--- config.mk ---
export PLATFORM = sky130hd
export DESIGN_NAME = vid_sram_banked
export DESIGN_NICKNAME = d
export VERILOG_FILES = /design/src/rtl/vid_sram_banked.sv
export SDC_FILE = /design/constraint.sdc
export NUM_CORES = 2
export LEC_CHECK = 0
export CAP_MARGIN = 5
export CORE_ASPECT_RATIO = 0.7
export CORE_MARGIN = 4
export CORE_UTILIZATION = 42
export CTS_CLUSTER_DIAMETER = 50
export DETAILED_ROUTE_END_ITERATION = 7
export GPL_TIMING_DRIVEN = 1
export HOLD_SLACK_MARGIN = 0.02
export SLEW_MARGIN = 10
export SYNTH_ARGS = -nofsm -noshare
export SYNTH_HDL_FRONTEND = slang
export SYNTH_SLANG_ARGS = --single-unit
--- constraint.sdc ---
create_clock -name clk -period 3.3 [get_ports clk]
set_clock_uncertainty 0.1 [all_clocks]
set_input_delay 0.99 -clock clk [delete_from_list [all_inputs] [get_ports clk]]
set_output_delay 0.99 -clock clk [all_outputs]
set_load 0.1 [all_outputs]
--- src/rtl/vid_sram_banked.sv ---
// Lane-organised dual-port SRAM model with per-lane write mask and an RD_LAT-deep read pipeline.
// Define VID_SRAM_RDW_FWD_EN to forward same-address write data to a read in the same cycle; otherwise reads are read-first.
module vid_sram_banked #(
    parameter int DEPTH      = 16,
    parameter int ADDR_SPACE = 4,
    parameter int Q          = 16,
    parameter int VID_BW     = 16,
    parameter int RD_LAT     = 1,
    parameter int OUT_DLY    = 1
) (
    input  logic                  clk,
    input  logic                  rst_n,
    input  logic                  wsb,
    input  logic [Q-1:0]          wmask,
    input  logic [ADDR_SPACE-1:0] waddr,
    input  logic [VID_BW*Q-1:0]   wdata,
    input  logic                  rsb,
    input  logic [ADDR_SPACE-1:0] raddr,
    output logic [VID_BW*Q-1:0]   rdata,
    output logic                  rvalid,
    output logic                  collision,
    output logic                  oob_err
);

    localparam int W  = VID_BW * Q;
    localparam int IW = (DEPTH > 2) ? $clog2(DEPTH) : 1;
    localparam logic [ADDR_SPACE:0] DEPTH_A = (ADDR_SPACE + 1)'(DEPTH);

    // OUT_DLY is a timing annotation for the behavioural sim tree; the synthesizable outputs are not delayed.
    if (RD_LAT < 1 || RD_LAT > 4 || DEPTH < 2 || (2 ** ADDR_SPACE) < DEPTH || OUT_DLY < 0) begin : g_param_check
        $error("vid_sram_banked: illegal parameter combination");
    end

    logic [W-1:0] mem [DEPTH];

    logic         rd_en;
    logic         wr_req;
    logic         rd_in_range;
    logic         wr_in_range;
    logic         wr_en;
    logic         same_addr;
    logic [W-1:0] rd_cur;
    logic [W-1:0] wr_cur;
    logic [W-1:0] wr_word;
    logic [W-1:0] rd_word;

    logic [W-1:0]      pipe_data [RD_LAT];
    logic [RD_LAT-1:0] pipe_vld;

    assign rd_en       = ~rsb;
    assign wr_req      = ~wsb;
    assign rd_in_range = ({1'b0, raddr} < DEPTH_A);
    assign wr_in_range = ({1'b0, waddr} < DEPTH_A);
    assign wr_en       = wr_req & wr_in_range;
    assign same_addr   = (raddr == waddr);

    assign rd_cur = mem[raddr[IW-1:0]];
    assign wr_cur = mem[waddr[IW-1:0]];

    always_comb begin
        wr_word = wr_cur;
        for (int i = 0; i < Q; i++) begin
            if (wmask[i]) begin
                wr_word[i*VID_BW +: VID_BW] = wdata[i*VID_BW +: VID_BW];
            end
        end
    end

    always_comb begin
        rd_word = '0;
        if (rd_in_range) begin
`ifdef VID_SRAM_RDW_FWD_EN
            rd_word = (wr_en && same_addr) ? wr_word : rd_cur;
`else
            rd_word = rd_cur;
`endif
        end
    end

    // Array is deliberately outside the reset domain so contents survive rst_n.
    always @(posedge clk) begin
        if (wr_en) begin
            mem[waddr[IW-1:0]] <= wr_word;
        end
    end

    always_ff @(posedge clk or negedge rst_n) begin
        if (!rst_n) begin
            for (int s = 0; s < RD_LAT; s++) begin
                pipe_data[s] <= '0;
            end
            pipe_vld  <= '0;
            collision <= 1'b0;
            oob_err   <= 1'b0;
        end else begin
            pipe_vld[0] <= rd_en;
            if (rd_en) begin
                pipe_data[0] <= rd_word;
            end
            // Data only advances behind a valid token, so bubbles leave rdata holding its last result.
            for (int s = 1; s < RD_LAT; s++) begin
                pipe_vld[s] <= pipe_vld[s-1];
                if (pipe_vld[s-1]) begin
                    pipe_data[s] <= pipe_data[s-1];
                end
            end
            collision <= rd_en & wr_req & rd_in_range & same_addr;
            oob_err   <= (rd_en & ~rd_in_range) | (wr_req & ~wr_in_range);
        end
    end

    assign rdata  = pipe_data[RD_LAT-1];
    assign rvalid = pipe_vld[RD_LAT-1];

    task automatic load_param(input int index, input logic [W-1:0] data);
        if (index < 0 || index >= DEPTH) begin
            $display("vid_sram_banked: load_param index %0d out of range, ignored", index);
        end else begin
            mem[IW'(index)] <= data;
        end
    endtask

    task automatic dump_word(input int index, output logic [W-1:0] data);
        data = '0;
        if (index < 0 || index >= DEPTH) begin
            $display("vid_sram_banked: dump_word index %0d out of range, ignored", index);
        end else begin
            data = mem[IW'(index)];
        end
    endtask

endmodule

==> Word-level counts from Yosys, hierarchy flattened <==
Cells that the tools add are included.
W data, S select, Z words.
{ "totals": {"output_inout_bits": 259, "input_bits": 284, "ff_bits": 4354, "wordCells": 55} }
{ "classes": {"n_eq_ne": 1, "muxes": 25, "n_reduce_logical": 1, "n_lt_le_gt_ge": 3, "bitwise_logic": 6} }
{ "op_table": {"columns": ["op", "n"], "rows": [
  ["$bwmux W4096", 1],
  ["$bmux W256 S4", 2],
  ["$mux W256", 5],
  ["$demux W256 S4", 1],
  ["$mux W16", 16],
  ["$ge A5 B5 Y1 const B", 2],
  ["$not A4 Y5", 2],
  ["$lt A5 B1 Y1 const B", 1],
  ["$eq A4 B4 Y1", 1],
  ["$and A1 B1 Y1", 2],
  ["$not A1 Y1", 2],
  ["$logic_and A1 B1 Y1", 1]
]} }

==> Longest topological paths before layout <==
{ "logic_depth": {"depth_word": 6, "mapped_depth": 8} }

==> Worst setup path before layout <==
No wires, ideal clock.
{ "synth_path": {"path_kind": "input -> register", "startpoint": "input port waddr[3]", "endpoint": "register mem[2048] (netlist bit) (enable)", "arrival_ns": 12.634, "setup_slack_ns": -10.312, "setup_ns": 0.878, "stages": 5, "required_ns": 2.322, "cell_sequence": "buf_2 > buf_2 > buf_2 > or3b_2 > nor2_1"} }
{ "synth_rtl": {"columns": ["item", "line", "rtl"], "rows": [
  ["start, declared", "15", "input logic [ADDR_SPACE-1:0] waddr,"],
  ["end signal, assigned by index", "83", "mem[waddr[IW-1:0]] <= wr_word;"],
  ["end, declared", "34", "logic [W-1:0] mem [DEPTH];"]
]} }

==> Worst setup path after layout <==
{ "layout_path": {"startpoint": "register pipe_data (netlist bit rdata[52])", "endpoint": "output port rdata[52]"} }
{ "layout_rtl": {"columns": ["item", "line", "rtl"], "rows": [
  ["start, declared", "47", "logic [W-1:0] pipe_data [RD_LAT];"],
  ["start signal, assigned by index", "104", "pipe_data[s] <= pipe_data[s-1];"],
  ["end, declared", "19", "output logic [VID_BW*Q-1:0] rdata,"]
]} }
No word-level cell between the ends.

==> qor.csv <==
stage,metric,value,unit
routing,drc,0,
worst_setup_path,path_max_fanout,2,
routing,route.vias.total,131000,
layout,final_cell_mix,"edfxtp_1 (4096), mux2i_1 (2695), buf_4 (1090)",
floorplan,fp.dieW,829,um
worst_setup_path,crit_buf_inv,1,
sta,setup_viol,0,
grt,grtUsageTotal,29.0,%
sta,max_freq,319,MHz
worst_setup_path,crit_cells,1,
sta,min_period_over_period,95.1,%
clock_tree,cts_buffer_depth,4,
worst_setup_path,worst_setup_path_start_kind,register,
place,io_buffers,541,
sta,hold_slack,361,ps
yosys,synthTopCellsByArea,"edfxtp_1 (62%), mux2i_1 (14%), mux4_2 (8.7%), dfrtp_1 (3.3%), o22ai_1 (3.2%)",
place,gp_congestion,0.882,
grt,grt_max_degree,73,
routing,wl_per_cell,36.4,um
layout,final_common_cell,edfxtp_1,
place,hpwlAfterDp,457000,um
clock_tree,insertion_delay,1050,ps
floorplan,die_area,483000,um^2
worst_setup_path,cp.arrival,2050,ps
worst_setup_path,critPathSlowestCell,dfrtp_1,
clock_tree,ctsResizeCount,0,
worst_setup_path,path_cells,buf_4,
sta,slew_viol_final,0,
floorplan,pin_count,543,
yosys,ys.warnings.count,0,
worst_setup_path,r2r-end,mem[1724]$_DFFE_PP_,
clock_tree,hold_buffers,1,
yosys,synthCells,11900,
grt,antenna_found_initial,27,
layout,drive_gt1_share,24.0,%
sta,period_needed,3140,ps
layout,nets,13600,
yosys,synth.avg_cell_area,16.7,um^2
worst_setup_path,crit_family,flip-flops,
routing,drt_iter0_markers,17200,
yosys,synth.top_cell.area_share,62.1,%
clock_tree,h-tree-depth,5,
yosys,synth.distinct_cells,33,
grt,grt_pass1_wl,1010000,um
power_and_ir_drop,cellPowerDensity,555,nW/um^2
clock_tree,root_buffer,clkbuf_16,
worst_setup_path,reg2regPathDepth,4,
power_and_ir_drop,ir_worst_vdd,0.480,mV
worst_setup_path,critical_path_class,reg2out,
yosys,synth_area_leader_cell,edfxtp_1,
sta,tns,0,ps
routing,ant_nets,0,
clock_tree,clk_pin_slew,60,ps
grt,grt_overflow,0,
job,maxCapViolCount,0,
routing,firstDrtPassIters,7,
clock_tree,cts_buffers,443,
worst_setup_path,rrSetupSlack,1060,ps
worst_setup_path,cpPeakStageDelay,660,ps
yosys,ys_seq_area_share,65.3,%
floorplan,core,469000,um^2
sta,rsz0062_at_grt,false,
yosys,synth-seq-cells,4354,
routing,via_per_inst,6.59,
sta,tightest_slew,1250,ps
status,run_status,finished clean,
worst_setup_path,critical_path.endpoint,rdata[52],
power_and_ir_drop,p_leak,83.8,nW
worst_setup_path,worstPathRequired,2210,ps
worst_setup_path,cp-end-kind,primary output,
yosys,netlist_area,198000,um^2
sta,hold_viol_final,0,
floorplan,start_util,42.3,%
worst_setup_path,timing.rr.start,mem[444]$_DFFE_PP_,
floorplan,die_h,583,um
yosys,synth_nets,12200,
grt,grt_pass1_vias,132000,
power_and_ir_drop,finalPower,132,mW
clock_tree,cts_tree,done,
worst_hold_path,hold_path_class,in2reg,
clock_tree,cts.sinks,4354,
floorplan,rows,210,
layout,syn_to_final_growth,20.3,%
sta,slew_headroom,16.4,%
clock_tree,postCtsSetupBuffers,0,
worst_setup_path,cp-startpoint,rdata[52]$_DFFE_PN0N_,
routing,drt_wl_total,725000,um
==> cells in the mapped netlist (all sizes together) <==
cell type,instances
buf,601
mux2,121
o32ai,256
clkbuf,361
o22ai,1024
o221ai,121
nand3b,4
nand3,2
nand2b,4
and2,1
edfxtp,4096
nand2,273
o2111ai,135
nor4,1
nor3,256
mux4,768
nor2,17
mux2i,2695
nor2b,257
a21oi,633
or2,2
dfrtp,258
or3,2
xor2,1
or3b,5
clkinv,1
conb,1
xnor2,3
==> cell families (layout without fill, tap and decap cells) <==
family | count (synthesis) | in the layout | synth area share (%)
muxes | 3584 | 3584 | 23.0
other | 1 | 11 | 0.00189
DFF | 4354 | 4354 | 65.3
buffers and inverters | 963 | 2746 | 2.36
xor gates and xnor gates | 4 | 4 | 0.0177
and+or+nand+nor | 824 | 824 | 2.08
AOI/OAI and AO/OA | 2169 | 2169 | 7.19
==> layer usage <==
metal	vias up	global-route usage [%]	part of all wire, %
met5	-	0	0.0055
met2	9204	43.9	44
li1	52200	-	-
met1	68200	40.4	40
met4	6	11.5	4.6
met3	1732	7.12	11
==> worst register-to-register path: cells and delay by family, from the launching register on <==
family / cells / cell delay, ps
AOI/OAI and AO/OA: 2 / 1210
DFF: 1 / 360
muxes: 1 / 100
and+or+nand+nor: 1 / 90
==> state kept, by name (all words and copies together), names as in the netlist <==
| signal | cells |
|---|---|
| rdata | 256 |
| mem | 4096 |
| collision | 1 |
| rvalid | 1 |
==> power breakdown <==
| group | switching [mW] | internal [mW] | total (mW) |
|---|---|---|---|
| Sequential | 1.12 | 62.4 | 63.5 |
| Combinational | 11.2 | 5.53 | 16.7 |
| Clock | 22.4 | 29.7 | 52.1 |
==> worst min path at each step <==
stage,to,depth (start not counted),from,slack (ps)
floorplan,collision$_DFF_PN0_,0,rst_n,590
global placement,rdata[14]$_DFFE_PN0N_,2,rdata[14]$_DFFE_PN0N_,460
detailed placement,rdata[144]$_DFFE_PN0N_,2,rdata[144]$_DFFE_PN0N_,470
CTS,collision$_DFF_PN0_,4,waddr[1],280
global route,collision$_DFF_PN0_,4,waddr[1],350
finish,collision$_DFF_PN0_,4,waddr[1],360
==> final cells by class <==
class,count,area [um^2]
flip-flops and latches,4354,129000
diodes,10,25.0
fillers,37800,230000
multi-input cells,6582,64300
well taps,6254,7830
clock buffers,595,12100
clock inverters,239,2860
inverters,1,11.3
repair buffers,1911,21800
==> stage by stage <==
stage | cells | utilization [%] | area [um^2] | worst slack (ps)
2_1_floorplan | 11900 | - | 198000 | -2870
3_3_place_gp | 19100 | 47.6 | 223000 | -421
3_5_place_dp | 19100 | 47.6 | 223000 | -431
4_1_cts | 19900 | 50.8 | 238000 | 94.6
5_1_grt | 19900 | 50.8 | 238000 | 51.8
6_report | 19900 | 50.8 | 238000 | 163
(Power assumes the default switching activity.)
